[src/rtl/matrix_scan_controller.sv]
// 5x7 LED matrix scan sequencer with debounced level commit; CRITICAL_BLINK_EN adds critical-level blink.
// Outputs registered one cycle behind scan state; free-running, no backpressure.
module matrix_scan_controller #(
  parameter int DWELL         = 1000,
  parameter int BLANK         = 16,
  parameter int STABLE_FRAMES = 4,
  parameter int BLINK_FRAMES  = 32
) (
  input  logic       clk,
  input  logic       rst,
  input  logic [1:0] sensor_level,
  output logic [1:0] level_code,
  input  logic [6:0] pat_outer,
  input  logic [6:0] pat_inner,
  output logic [4:0] col_n,
  output logic [6:0] row_n,
  output logic       frame_tick
);

  localparam logic [0:0] ST_BLANK = 1'b0;
  localparam logic [0:0] ST_DRIVE = 1'b1;

  localparam int MAXP = (BLANK > DWELL) ? BLANK : DWELL;
  localparam int PW   = (MAXP > 1) ? $clog2(MAXP) : 1;
  localparam int SW   = $clog2(STABLE_FRAMES + 1);

  localparam logic [PW-1:0] BLANK_LAST = PW'(BLANK - 1);
  localparam logic [PW-1:0] DWELL_LAST = PW'(DWELL - 1);
  localparam logic [SW-1:0] STABLE_MAX = SW'(STABLE_FRAMES);

  if (DWELL < 1) begin : g_err_dwell
    $error("DWELL must be >= 1");
  end
  if (BLANK < 1) begin : g_err_blank
    $error("BLANK must be >= 1");
  end
  if (STABLE_FRAMES < 1) begin : g_err_stable
    $error("STABLE_FRAMES must be >= 1");
  end
  if (BLINK_FRAMES < 1) begin : g_err_blink
    $error("BLINK_FRAMES must be >= 1");
  end

  logic [0:0]    state_q, state_d;
  logic [2:0]    col_q, col_d;
  logic [PW-1:0] phase_q, phase_d;
  logic [1:0]    sync1_q, sync1_d;
  logic [1:0]    sync2_q, sync2_d;
  logic [1:0]    cand_q, cand_d;
  logic [SW-1:0] cnt_q, cnt_d;
  logic [1:0]    level_q, level_d;
  logic [4:0]    col_n_q, col_n_d;
  logic [6:0]    row_n_q, row_n_d;
  logic          tick_q, tick_d;
  logic          tick_now;
  logic          blink_on;

  // Scan state leads the registered outputs by one cycle.
  always_comb begin
    state_d  = state_q;
    col_d    = col_q;
    phase_d  = phase_q + 1'b1;
    tick_now = (state_q == ST_BLANK) && (col_q == 3'd0) && (phase_q == '0);
    if (state_q == ST_BLANK) begin
      if (phase_q == BLANK_LAST) begin
        state_d = ST_DRIVE;
        phase_d = '0;
      end
    end else begin
      if (phase_q == DWELL_LAST) begin
        state_d = ST_BLANK;
        phase_d = '0;
        col_d   = (col_q == 3'd4) ? 3'd0 : col_q + 3'd1;
      end
    end
  end

  always_comb begin
    tick_d  = tick_now;
    col_n_d = 5'h1F;
    row_n_d = row_n_q;
    if (state_q == ST_BLANK) begin
      row_n_d = 7'h7F;
    end else begin
      col_n_d = ~(5'b00001 << col_q);
      if (phase_q == '0) begin
        if ((col_q == 3'd0) || (col_q == 3'd4)) begin
          row_n_d = ~pat_outer;
        end else if (blink_on) begin
          row_n_d = ~pat_inner;
        end else begin
          row_n_d = 7'h7F;
        end
      end
    end
  end

  // Debounce runs only at frame start so a frame never mixes two levels.
  always_comb begin
    sync1_d = sensor_level;
    sync2_d = sync1_q;
    cand_d  = cand_q;
    cnt_d   = cnt_q;
    level_d = level_q;
    if (tick_now) begin
      if (sync2_q == cand_q) begin
        if (cnt_q != STABLE_MAX) begin
          cnt_d = cnt_q + 1'b1;
        end
      end else begin
        cand_d = sync2_q;
        cnt_d  = SW'(1);
      end
      if (cnt_d == STABLE_MAX) begin
        level_d = cand_d;
      end
    end
  end

  always_ff @(posedge clk) begin
    if (rst) begin
      state_q <= ST_BLANK;
      col_q   <= 3'd0;
      phase_q <= '0;
      sync1_q <= 2'b00;
      sync2_q <= 2'b00;
      cand_q  <= 2'b00;
      cnt_q   <= '0;
      level_q <= 2'b00;
      col_n_q <= 5'h1F;
      row_n_q <= 7'h7F;
      tick_q  <= 1'b0;
    end else begin
      state_q <= state_d;
      col_q   <= col_d;
      phase_q <= phase_d;
      sync1_q <= sync1_d;
      sync2_q <= sync2_d;
      cand_q  <= cand_d;
      cnt_q   <= cnt_d;
      level_q <= level_d;
      col_n_q <= col_n_d;
      row_n_q <= row_n_d;
      tick_q  <= tick_d;
    end
  end

`ifdef CRITICAL_BLINK_EN
  localparam int BW = $clog2(BLINK_FRAMES + 1);
  localparam logic [BW-1:0] BLINK_MAX = BW'(BLINK_FRAMES);

  logic [BW-1:0] blink_cnt_q, blink_cnt_d;
  logic          blink_on_q, blink_on_d;

  // Uses level_d so a commit and the blink update agree on the same tick.
  always_comb begin
    blink_cnt_d = blink_cnt_q;
    blink_on_d  = blink_on_q;
    if (tick_now) begin
      if (level_d != 2'b00) begin
        blink_cnt_d = '0;
        blink_on_d  = 1'b1;
      end else if (blink_cnt_q == BLINK_MAX) begin
        blink_cnt_d = BW'(1);
        blink_on_d  = ~blink_on_q;
      end else begin
        blink_cnt_d = blink_cnt_q + 1'b1;
      end
    end
  end

  always_ff @(posedge clk) begin
    if (rst) begin
      blink_cnt_q <= '0;
      blink_on_q  <= 1'b1;
    end else begin
      blink_cnt_q <= blink_cnt_d;
      blink_on_q  <= blink_on_d;
    end
  end

  assign blink_on = blink_on_q;
`else
  assign blink_on = 1'b1;
`endif

  assign level_code = level_q;
  assign col_n      = col_n_q;
  assign row_n      = row_n_q;
  assign frame_tick = tick_q;

endmodule

[config.mk]
export PLATFORM = sky130hd
export DESIGN_NAME = matrix_scan_controller
export DESIGN_NICKNAME = d
export VERILOG_FILES = /design/src/rtl/matrix_scan_controller.sv
export SDC_FILE = /design/constraint.sdc
export NUM_CORES = 1
export LEC_CHECK = 0
export CAP_MARGIN = 40
export CORE_UTILIZATION = 33
export CTS_CLUSTER_SIZE = 10
export DETAILED_ROUTE_END_ITERATION = 10
export HOLD_SLACK_MARGIN = 0.08
export MAX_ROUTING_LAYER = met4
export SYNTH_ARGS = -nofsm -noshare
export SYNTH_HDL_FRONTEND = slang
export SYNTH_SLANG_ARGS = --single-unit
export TNS_END_PERCENT = 20
[constraint.sdc]
create_clock -name clk -period 2 [get_ports clk]
set_input_delay 0.4 -clock clk [delete_from_list [all_inputs] [get_ports clk]]
set_output_delay 0.4 -clock clk [all_outputs]
set_load 0.02 [all_outputs]
### Yosys cells after proc, flatten, opt, wreduce, memory -nomap -nowiden

Index checks and enable logic that the tools add are counted.

| storage, ports and cells | value |
|---|---|
| register bits | 38 |
| input port bits | 18 |
| output and inout port bits | 15 |
| logic and storage cells | 45 |

| cells by class | value |
|---|---|
| add/subtract/negate cells | 3 |
| equal/unequal tests | 6 |
| shift-type cells | 1 |
| mux-type cells | 12 |
| bitwise operators | 4 |
| reductions and logical operators | 8 |

Operator list:

| cell | count |
|---|---|
| 10-bit two-way mux | 3 |
| 7-bit inverter | 2 |
| 3-bit two-way mux | 4 |
| 10-bit by 1-bit adder with 10-bit output, second input constant | 1 |
| 10-bit == test, second input constant | 1 |
| 10-bit by 4-bit == test with 1-bit output, second input constant | 1 |
| 10-bit logical NOT | 1 |
| 7-bit two-way mux | 1 |
| 3-bit by 1-bit adder with 3-bit output, second input constant | 2 |
| 3-bit == test, second input constant | 2 |
| 5-bit inverter | 1 |
| 1-bit by 3-bit left shift with 5-bit output, first input constant | 1 |
| 2-bit AND reduction | 2 |
| 3-bit logical NOT | 1 |
| 1-bit two-way mux | 3 |
| 3-bit != test, second input constant | 1 |
| 2-bit == test | 1 |
| 1-bit logical AND | 2 |
| 2-bit two-way mux | 1 |
| 2-bit OR reduction | 1 |
| 1-bit logical OR | 1 |
| 1-bit inverter | 1 |

### Longest topological paths before layout

Gate-level depths: netlist of the first run.

| depth | value |
|---|---|
| word-level depth | 6 |
| gate-level depth with buffers | 7 |
| gate-level depth less buffers | 6 |

### Worst setup path before layout of the first run

OpenSTA, ideal clock, no wires.

| timing | value |
|---|---|
| path kind | reg-to-reg |
| start | reg cnt_q[0] |
| end | reg level_q[1] (netlist: level_code[1]) |
| setup time | 0.132 ns |
| arrival time | 1.626 ns |
| required time | 1.868 ns |
| setup slack | 0.242 ns |
| stages on the path, launching flop included | 7 |
| buffers on the path | 0 |
| period minus slack after synthesis | 1.758 ns |
| cell sequence | dfxtp_1 > inv_1 > ha_1 > or3b_1 > a311o_1 > o31ai_1 > a21oi_1 |

| between the ends | value |
|---|---|
| word-level cells in the longest chain between the ends | 6 |
| elaborated cells on any way between the ends | 7 |
| classes of those cells | add/sub (1); eq/ne (2); mux (3); reduce/logical (1) |

Ends and longest elaborated chain:

| element | line | RTL |
|---|---|---|
| start, declared | 50 | `logic [SW-1:0] cnt_q, cnt_d;` |
| start signal, assigned | 140 | `cnt_q <= cnt_d;` |
| 3-bit by 1-bit adder with 3-bit output or 3-bit != test (tied branches) | 108, 107 |  |
| 3-bit two-way mux * | 107 | `if (cnt_q != STABLE_MAX) begin` |
| 3-bit two-way mux * | 106 | `if (sync2_q == cand_q) begin` |
| 3-bit two-way mux * | 105 | `if (tick_now) begin` |
| 3-bit == test * | 114 | `if (cnt_d == STABLE_MAX) begin` |
| 2-bit AND reduction (no line) * | -- |  |
| end signal, assigned | 141 | `level_q <= level_d;` |
| end, declared | 51 | `logic [1:0] level_q, level_d;` |

Mark *: on every way between the ends. The rest lies on a longest branch, timed or not. The select of a mux whose other input is x is not followed.
A chain may end at the register's enable or synchronous reset.

### Worst setup path after layout of the first run

| timing | value |
|---|---|
| start | reg cnt_q[0] |
| end | reg level_q[0] (netlist: level_code[0]) |

The elaborated chain is that of the path after synthesis.

==> results of run 1 <==
[logic make-up (layout without fill, tap and decap cells)]
kind of cell               after synthesis  count (layout)  synth area share, %
AOI/OAI and AO/OA                       29              29                 11.5
xor gates and xnor gates                10              10                 5.14
adders and majority gates                9               9                 6.61
buffers and inverters                   17              52                 4.26
DFF                                     38              38                 44.6
muxes                                   10              10                 6.39
and+or+nand+nor                         70              70                 21.5
[Yosys cell counts (all sizes together) (3+ instances only)]
master	n
nor2b	6
a21oi	10
o211ai	7
nand3	6
nand2	22
dfxtp	38
and2	3
inv	8
buf	4
clkbuf	5
mux2	7
and3	3
nand4	4
o31ai	3
nor2	16
mux2i	3
xnor2	8
ha	9
[routing by layer]
| layer | part of all wire (%) | GRT usage (%) | vias up | wire length (um) |
|---|---|---|---|---|
| met2 | 45 | 19.0 | 13 | 1460 |
| li1 | - | - | 697 | - |
| met4 | 1.7 | 5.77 | 0 | 57 |
| met1 | 50 | 17.5 | 623 | 1650 |
| met5 | 0 | - | - | 0 |
| met3 | 2.9 | 4.53 | 6 | 94 |
[placed cells by master (no fill, tap or decap), types with 2 or more instances in the layout]
cell / instances
dfxtp_1: 37
clkdlybuf4s50_1: 32
nand2_1: 22
nor2_1: 16
a21oi_1: 10
ha_1: 9
inv_1: 8
xnor2_1: 8
mux2_2: 7
o211ai_1: 7
nand3_1: 6
nor2b_1: 6
clkbuf_8: 6
buf_4: 6
nand4_1: 4
mux2i_1: 3
and2_1: 3
and3_1: 3
o31ai_1: 3
nor3b_1: 2
nor3_1: 2
xor2_1: 2
[stage by stage]
stage	std cells	hold WS, ns	cell area (um2)	worst slack, ns
detailed placement	278	0.420	2100	0.136
floorplan	183	0.414	1700	0.242
global placement	278	0.423	2100	0.183
finish	285	0.434	2200	0.170
global route	285	0.455	2200	0.0235
CTS	284	0.437	2190	0.122
[registers in the layout (all words and copies together), names as in the netlist, 2 cells and up]
| signal | flops |
|---|---|
| sync1_q | 2 |
| col_n | 5 |
| col_q | 3 |
| cand_q | 2 |
| cnt_q | 3 |
| level_code | 2 |
| phase_q | 10 |
| row_n | 7 |
| sync2_q | 2 |
[worst max-delay path, cell delays in order, from the launching register on]
cell	delay, ns
dfxtp_2	0.39
inv_1	0.06
ha_1	0.24
or3b_1	0.39
a311o_1	0.35
o31ai_1	0.20
a21oi_1	0.09
[worst max path at each step]
stage	startpoint	slack [ns]	to	cells after the start
floorplan	cnt_q[0]	0.24	level_code[1]	6
global placement	cnt_q[0]	0.18	level_code[1]	6
detailed placement	cnt_q[0]	0.14	level_code[0]	6
CTS	cnt_q[0]	0.12	level_code[0]	6
global route	col_q[0]	0.02	cnt_q[0]	6
finish	cnt_q[0]	0.17	level_code[0]	6
[where the power goes]
group          internal, uW  switching, uW
Combinational          92.4           94.5
Sequential              776           16.2
Clock                   266            248
Total                  1130            359
[layout make-up]
| type | count | area, um2 | share of cell area (%) |
|---|---|---|---|
| inverter | 8 | 30.0 | 1.36 |
| timing repair buffer | 38 | 365 | 16.6 |
| tap | 67 | 83.8 | 3.81 |
| clock buffer | 6 | 82.6 | 3.75 |
| multi-input combinational | 128 | 877 | 39.9 |
| sequential | 38 | 762 | 34.6 |
[repair_timing]
action                                  CTS  global route
buffers inserted                          0             1
hold buffers                              0             0
resized for setup                         0             2
endpoints found under the setup margin    0             2
==> metrics, run 1 <==
Min-Delay Startpoint sync1_q[0]; largest buffer count on any clock path 2; R2R Path End level_code[0]; root buf cell clkbuf_8; WL per Instance 11.4 um; max cap viols 0; Yosys top cell by area dfxtp_1; Hold Path Sink sync2_q[0]; synth unique cells 38; Nets 246; CTS sink count 38; Mapped Cells 183; Crit path arrival time 2.00 ns; Pleak 0.000811 uW; synthesized flop and latch total 38; worst vdd ir 0.249 mV; initial DRC count 52; Initial Util 35.1%; io pins 33; Slew headroom 71.4%; drt pass-1 iters 4; Power Total 1490 uW; DPL Wire Length 2390 um; Post-synth top flop dfxtp_1; worst-skew pair later-pin latency 0.28 ns; first-pass GRT wire length 5420 um; final WL 3260 um; reg2reg setup slack 0.17 ns; fin util 45.4%; TNS Setup 0 ns; Rows 25; share of layout cells above drive strength 1 10.6%; final setup fails 0; CP endpoint kind flip-flop; Max Fclk 546 MHz; total CTS buffers 5; Worst-path clk slew 0.07 ns; Pins Over Slew Limit 0; asr flop ratio synth 0%; Mean Syn Cell Area 9.31 um2; diode count 0; H-tree depth 2; Layout area overhead 29.1%; pwr/cell area 679 nW/um2; synth warn 0; die area 5460 um2; antenna-violating nets left 0; actual slew at the worst max-slew pin 0.428 ns; largest net degree at the start of global routing 15; fin crit share 91.5%; post-DR vias/cell 4.70; worst r2r path cells 6; Fill cells 489; Hold WC Path Type reg2reg; sequential fraction of the synthesis area 44.6%; gr ovfl total 0; status completed; initial antenna violation count 0; residual DRC count 0; worst path required time 2.17 ns; die height 73.9 um; number of synthesized flops with an enable pin 0; RePlAce Congestion 0.763; hold path depth 1; synth top area cells dfxtp_1 45%, ha_1 6.6%, nand2_1 4.8%, mux2_2 4.6%, xnor2_1 4.1%; Net Count, Synth 210; reg2reg start cnt_q[0]; unrepaired setup endpoints after global routing false; synthesized cell area 1700 um2; IO Port Bufs 32; Synth top area share 44.6%; Hold Vio Cnt, Final 0; vias in the first global route 1198; Worst Skew 0.00605 ns; GRT Total Usage 13.5%; CTS tree built; startpoint types flip-flop; min Tclk post-route 1.83 ns; vias 1339; core area 4850 um2; Horiz. Die Dim 73.9 um; CP Max Fanout 7; Crit Path Class reg2reg
Power figures use the tool's default switching activity.
==> run 2, diff against run 1 <==
==> constraint.sdc (replaced) <==
create_clock -name clk -period 2 [get_ports clk]
set_input_delay 0.6 -clock clk [delete_from_list [all_inputs] [get_ports clk]]
set_output_delay 0.6 -clock clk [all_outputs]
set_load 0.02 [all_outputs]
==> run 2 against run 1 <==
Utilization rose by 0.77 points. Critical path depth fell by 5. Sequential cell count did not move. Cell count rose by 1.1%. Count of clock-buffer cells in the layout fell by 1. Total power rose by 7.3%. Sequential power barely moved. Die area did not move. Non-clock buffer count rose by 1. Via count did not move. Maximum frequency fell by 0.60%. Highest routed layer unchanged. Clock power rose by 23%.
==> metrics, run 2 (synthesized netlist as in run 1, its figures left out) <==
max reg flops 10 (unchanged); Hold Path Sink sync2_q[0] (unchanged); CTS sink count 38 (unchanged); status completed (unchanged); largest delay contributor family on the critical path buffers and inverters (was compound AO/OA/AOI/OAI gates); antenna-violating nets left 0 (unchanged); io pins 33 (unchanged); Top reg by flops phase_q (unchanged); sequential cell area 762 um2 (unchanged); Hold Vio Cnt, Final 0 (unchanged); commonest non-fill, non-tap cell in the layout dfxtp_1 (unchanged); vias 1339 (unchanged); CTS tree built (unchanged); Hold WC Path Type reg2reg (unchanged); Rows 25 (unchanged); worst r2r path cells 6 (unchanged); residual DRC count 0 (unchanged); final setup fails 0 (unchanged); H-tree depth 2 (unchanged); die area 5460 um2 (unchanged); reg2reg setup slack 0.19 ns (was 0.17 ns); unrepaired setup endpoints after global routing false (unchanged); share of layout cells above drive strength 1 12.2% (was 10.6%); die height 73.9 um (unchanged); Power Total 1600 uW (was 1490 uW); Slew headroom 74.4% (was 71.4%); Worst-path clk slew 0.08 ns (was 0.07 ns); max incr delay on CP 0.61 ns (was 0.39 ns); top layer reached by signal wires met4 (unchanged); Initial Util 35.1% (unchanged); IO Port Bufs 32 (unchanged); footprint of the multi-input gates 881 um2 (was 877 um2); total CTS buffers 5 (unchanged); critical-path cell list clkdlybuf4s50_1 (was inv_1 > ha_1 > or3b_1 > a311o_1 > o31ai_1 > a21oi_1); core area 4850 um2 (unchanged); worst-skew pair later-pin latency 0.29 ns (was 0.28 ns); R2R Path End level_code[0] (unchanged); startpoint types flip-flop (unchanged); TNS Setup 0 ns (unchanged); Crit path arrival time 1.24 ns (was 2.00 ns); CP endpoint kind output port (was flip-flop); reg2reg start cnt_q[0] (unchanged); Worst Path Buf+Inv 1 (unchanged); hold path depth 1 (unchanged); fin crit share 92.1% (was 91.5%); initial antenna violation count 0 (unchanged); largest net degree at the start of global routing 16 (was 15); root buf cell clkbuf_8 (unchanged); Min-Delay Startpoint sync1_q[0] (unchanged); largest buffer count on any clock path 2 (unchanged); worst vdd ir 0.381 mV (was 0.249 mV); drt pass-1 iters 4 (unchanged); Crit Path Class reg2out (was reg2reg); final WL 3280 um (was 3260 um); Horiz. Die Dim 73.9 um (unchanged); post-DR vias/cell 4.65 (was 4.70); worst path required time 1.40 ns (was 2.17 ns); RePlAce Congestion 0.756 (was 0.763); max cap viols 0 (unchanged); CP Max Fanout 2 (was 7); Pins Over Slew Limit 0 (unchanged); vias in the first global route 1176 (was 1198); DPL Wire Length 2410 um (was 2390 um); min Tclk post-route 1.84 ns (was 1.83 ns); most frequent cells in the layout 37 x dfxtp_1, 32 x clkdlybuf4s50_1, 22 x nand2_1, 16 x nor2_1, 10 x a21oi_1 (unchanged); Worst Skew 0.00834 ns (was 0.00605 ns); gr ovfl total 0 (unchanged); Nets 247 (was 246); Layout area overhead 31.4% (was 29.1%); WL met2 1470 um (was 1460 um); first-pass GRT wire length 5530 um (was 5420 um); WL per Instance 11.4 um (about the same); actual slew at the worst max-slew pin 0.381 ns (was 0.428 ns); CP max-delay cell clkdlybuf4s50_1 (was dfxtp_2); routed wl met3 103 um (was 94 um); WL met1 1650 um (unchanged); Fill cells 467 (was 489); Max Fclk 543 MHz (was 546 MHz); diode count 0 (unchanged); GRT Total Usage 13.9% (was 13.5%); Pleak 0.000837 uW (was 0.000811 uW); initial DRC count 63 (was 52); pwr/cell area 716 nW/um2 (was 679 nW/um2)
-- run 2: cell types whose count changed in the layout (fill, tap and decap cells not counted) --
cell       delta
a311oi_1      +1
a311oi_2      -1
buf_4         +1
bufinv_16     +1
clkbuf_8      -1
clkinv_2      +2
nor3b_1       -2
nor3b_2       +2
-- run 2: report_power, final --
| part | internal, uW | switching, uW | total (uW) |
|---|---|---|---|
| clock | 367 | 266 | 633 |
| sequential | 776 | 16.4 | 792 |
| combinational | 87.5 | 89.6 | 177 |
| total | 1230 | 372 | 1600 |
-- run 2: repair_timing --
action	in CTS	in global routing
gates resized for setup	0	3
hold buffers	0	0
buffers inserted	0	0
endpoints found under the setup margin	0	2
-- run 2: how the worst max path moves through the flow --
stage / from / to / depth (start not counted)
global route: cnt_q[0] / level_code[0] / 6
finish: row_n[2] / row_n[2] / 1
global placement: cnt_q[0] / level_code[1] / 6
floorplan: cnt_q[0] / level_code[1] / 6
detailed placement: cnt_q[0] / level_code[1] / 6
CTS: cnt_q[0] / level_code[1] / 6
-- run 2: area by class of cell --
type | instances | share of cell area [%]
multi-input combinational | 128 | 39.4
tap | 67 | 3.75
clock inverter | 3 | 1.79
timing repair buffer | 39 | 16.7
inverter | 8 | 1.34
sequential | 38 | 34.0
clock buffer | 5 | 3.07
-- run 2: stage by stage --
stage	cells	cell area [um2]	utilization [%]	setup slack, ns	hold WS, ns
after global routing	288	2240	46.2	0.0785	0.471
after floorplan	183	1700	-	0.242	0.414
final	288	2240	46.2	0.159	0.431
after detailed placement	280	2120	43.7	0.144	0.423
after global placement	280	2120	43.7	0.174	0.419
after CTS	288	2230	45.9	0.136	0.434
-- run 2: metal layers --
layer,track usage [%],vias to the layer above
met5,-,-
met4,5.77,0
li1,-,703
met1,18.1,614
met2,19.2,17
met3,5.35,5
==> patch: new RTL, flow settings as in run 1 <==
The parameter `DWELL` goes from 1000 to 250.
--- a/src/rtl/matrix_scan_controller.sv
+++ b/src/rtl/matrix_scan_controller.sv
@@ -2,5 +2,5 @@
 // Outputs registered one cycle behind scan state; free-running, no backpressure.
 module matrix_scan_controller #(
-  parameter int DWELL         = 1000,
+  parameter int DWELL         = 250,
   parameter int BLANK         = 16,
   parameter int STABLE_FRAMES = 4,
Check against the original RTL: same outputs for any inputs over 10 cycles, from zero or initial values and one cycle with rst high; that may be too few to reach the edited logic, so the function may still have changed.
==> patch against run 1 <==
  * Area after synthesis is 5.7% lower
  * Worst setup slack better by 0.090 ns
  * Critical path type unchanged
  * Clock power is 2% higher
  * Global-route usage is 0.39 points lower
  * Routed wire length is 8.5% lower
  * Design area is 4.7% lower
  * Largest cell class unchanged
  * Power is 3.1% lower
  * Sequential cell count is 2 lower
  * Critical path depth stayed put
==> patch: results (changes against run 1) <==
Outcome:
- Result of the run: complete, no violations (unchanged).

Synth:
- The number of distinct library cell variants in the gate-level netlist after synthesis came to 34 (was 38).
- Most frequent cells after synthesis: dfxtp_1, nand2_1, nor2_1, ha_1 (was dfxtp_1, nand2_1, nor2_1, a21oi_1, ha_1).
- The warning count from the yosys run is 0 (unchanged).
- The share of synthesized flip-flops with an asynchronous set or reset is 0% (unchanged).
- The part of the Yosys area used for sequential elements came to 44.9% (was 44.6%).
- Top post-synthesis cells by area: dfxtp_1, ha_1, mux2_2 (was dfxtp_1, ha_1, nand2_1).
- The net count after synthesis is 198 (was 210).
- The mean instance size in the synthesized netlist came to 9.45 um^2 (was 9.31 um^2).

Cells and area:
- The number of fill cells is 470 (was 489).
- The number of inserted diodes came to 0 (unchanged).
- The net count of the finished layout is 236 (was 246).
- The most flop-heavy register is phase_q (unchanged).
- The share of final-layout standard cells stronger than drive strength 1 is 11.0% (was 10.6%).
- The non-filler instance count after layout is 263 (was 285).
- The number of flip-flops in the largest register is 8 (was 10).

Timing:
- The clock skew after layout is 0.00468 ns (was 0.00605 ns).
- The tightest hold margin was 0.437 ns (was 0.434 ns).
- The worst max-slew margin expressed relative to the limit is 77.2% (was 71.4%).
- The share of the clock period used by the worst path after layout is 87.0% (was 91.5%).

Setup path:
- The depth of the worst register-to-register path is 6 (unchanged).
- The peak fanout along the critical path is 9 (was 7).
- The worst setup path endpoint is level_code[1] (was level_code[0]).
- The data arrival at the endpoint of the critical path is 1.91 ns (was 2.00 ns).
- The terminus of the critical flop-to-flop path is level_code[1] (was level_code[0]).
- The worst flop-to-flop path startpoint is col_q[0] (was cnt_q[0]).
- The category of the critical setup timing path is flop to flop (unchanged).

Placement:
- The number of I/O port buffers is 32 (unchanged).
- The global placement routability congestion is 0.755 (was 0.763).
- The post-DP HPWL is 2270 um (was 2390 um).
- The worst slack at placement was 0.257 ns (was 0.136 ns).

CTS:
- The clock tree root buffer cell is clkbuf_8 (unchanged).
- The depth of the CTS H-tree came to 2 (unchanged).
- The clock transition at the registers of the reported paths was 0.07 ns (about the same).
- The total CTS buffers is 5 (unchanged).
- The post-CTS repair timing setup buffer count is 0 (unchanged).
- The count of cells resized by post-cts repair is 0 (unchanged).
- The largest buffer count on any clock path is 2 (unchanged).

Power:
- The worst supply voltage drop on vdd was 233 uV (was 249 uV).
- The leakage power summed over all cells is 0.000801 uW (was 0.000811 uW).

Detailed routing:
- The number of optimization iterations in the first detailed-route pass is 4 (unchanged).
- The total wire length after detailed routing is 2990 um (was 3260 um).
- The number of DRC markers after the initial detailed-route iteration is 21 (was 52).
- The number of vias after detailed routing came to 1250 (was 1339).

Global routing:
- The pin count of the biggest net entering global routing is 15 (unchanged).
- The via count of the first global-routing pass is 1128 (was 1198).
- The overall track demand over capacity in global routing is 13.1% (was 13.5%).
- The first-pass GRT wire length is 5050 um (was 5420 um).
- The number of antenna violations at the first check in global routing is 0 (unchanged).

Hold path:
- The worst hold-check path type is flop to flop (unchanged).
-- patch: logic make-up after synthesis --
family,count (synthesis),synth area share (%)
mux,10,6.78
simple gates,69,23.2
buf+inv,15,3.89
fa+ha+maj,10,7.79
xor+xnor,8,4.36
flops,36,44.9
compound gates,22,9.11
-- patch: per-layer routing --
metal / vias up / track usage (%) / wire (um) / part of all wire [%]
met3: 6 / 3.38 / 82 / 2.7
met1: 562 / 16.3 / 1490 / 50
met2: 20 / 19.0 / 1360 / 45
li1: 662 / - / - / -
met5: - / - / 0 / 0
met4: 0 / 7.84 / 62 / 2.1
-- patch: final cells by class --
type | count | area, um^2 | area share, %
Tap cell | 54 | 67.6 | 3.22
Multi-Input combinational cell | 119 | 823 | 39.3
Timing Repair Buffer | 38 | 365 | 17.4
Inverter | 8 | 30.0 | 1.43
Sequential cell | 36 | 721 | 34.4
Clock buffer | 8 | 90.1 | 4.30
-- patch: critical path: stages, from the launching register on --
cell and delay (ns):
dfxtp_1 0.35, inv_1 0.09, ha_1 0.17, nor3b_1 0.32, nand4_2 0.29, o31ai_1 0.31
a21oi_1 0.09
-- patch: stage by stage --
stage               cell area, um^2  power, uW
finish                         2100       1450
global route                   2100       1520
CTS                            2100       1470
detailed placement             2010        939
global placement               2010        937
floorplan                      1610        875
-- patch: how the worst min path moves through the flow --
stage                          start         end  depth (start not counted)
after global placement    sync1_q[1]  sync2_q[1]                          1
after floorplan           sync1_q[0]  sync2_q[0]                          1
after CTS                 sync1_q[0]  sync2_q[0]                          1
after global routing      sync1_q[0]  sync2_q[0]                          1
final                     sync1_q[0]  sync2_q[0]                          1
after detailed placement  sync1_q[0]  sync2_q[0]                          1
-- patch: power by group --
part,internal [uW],switching [uW]
Sequential,735,15.3
Combinational,84.8,85.1
Clock,281,245
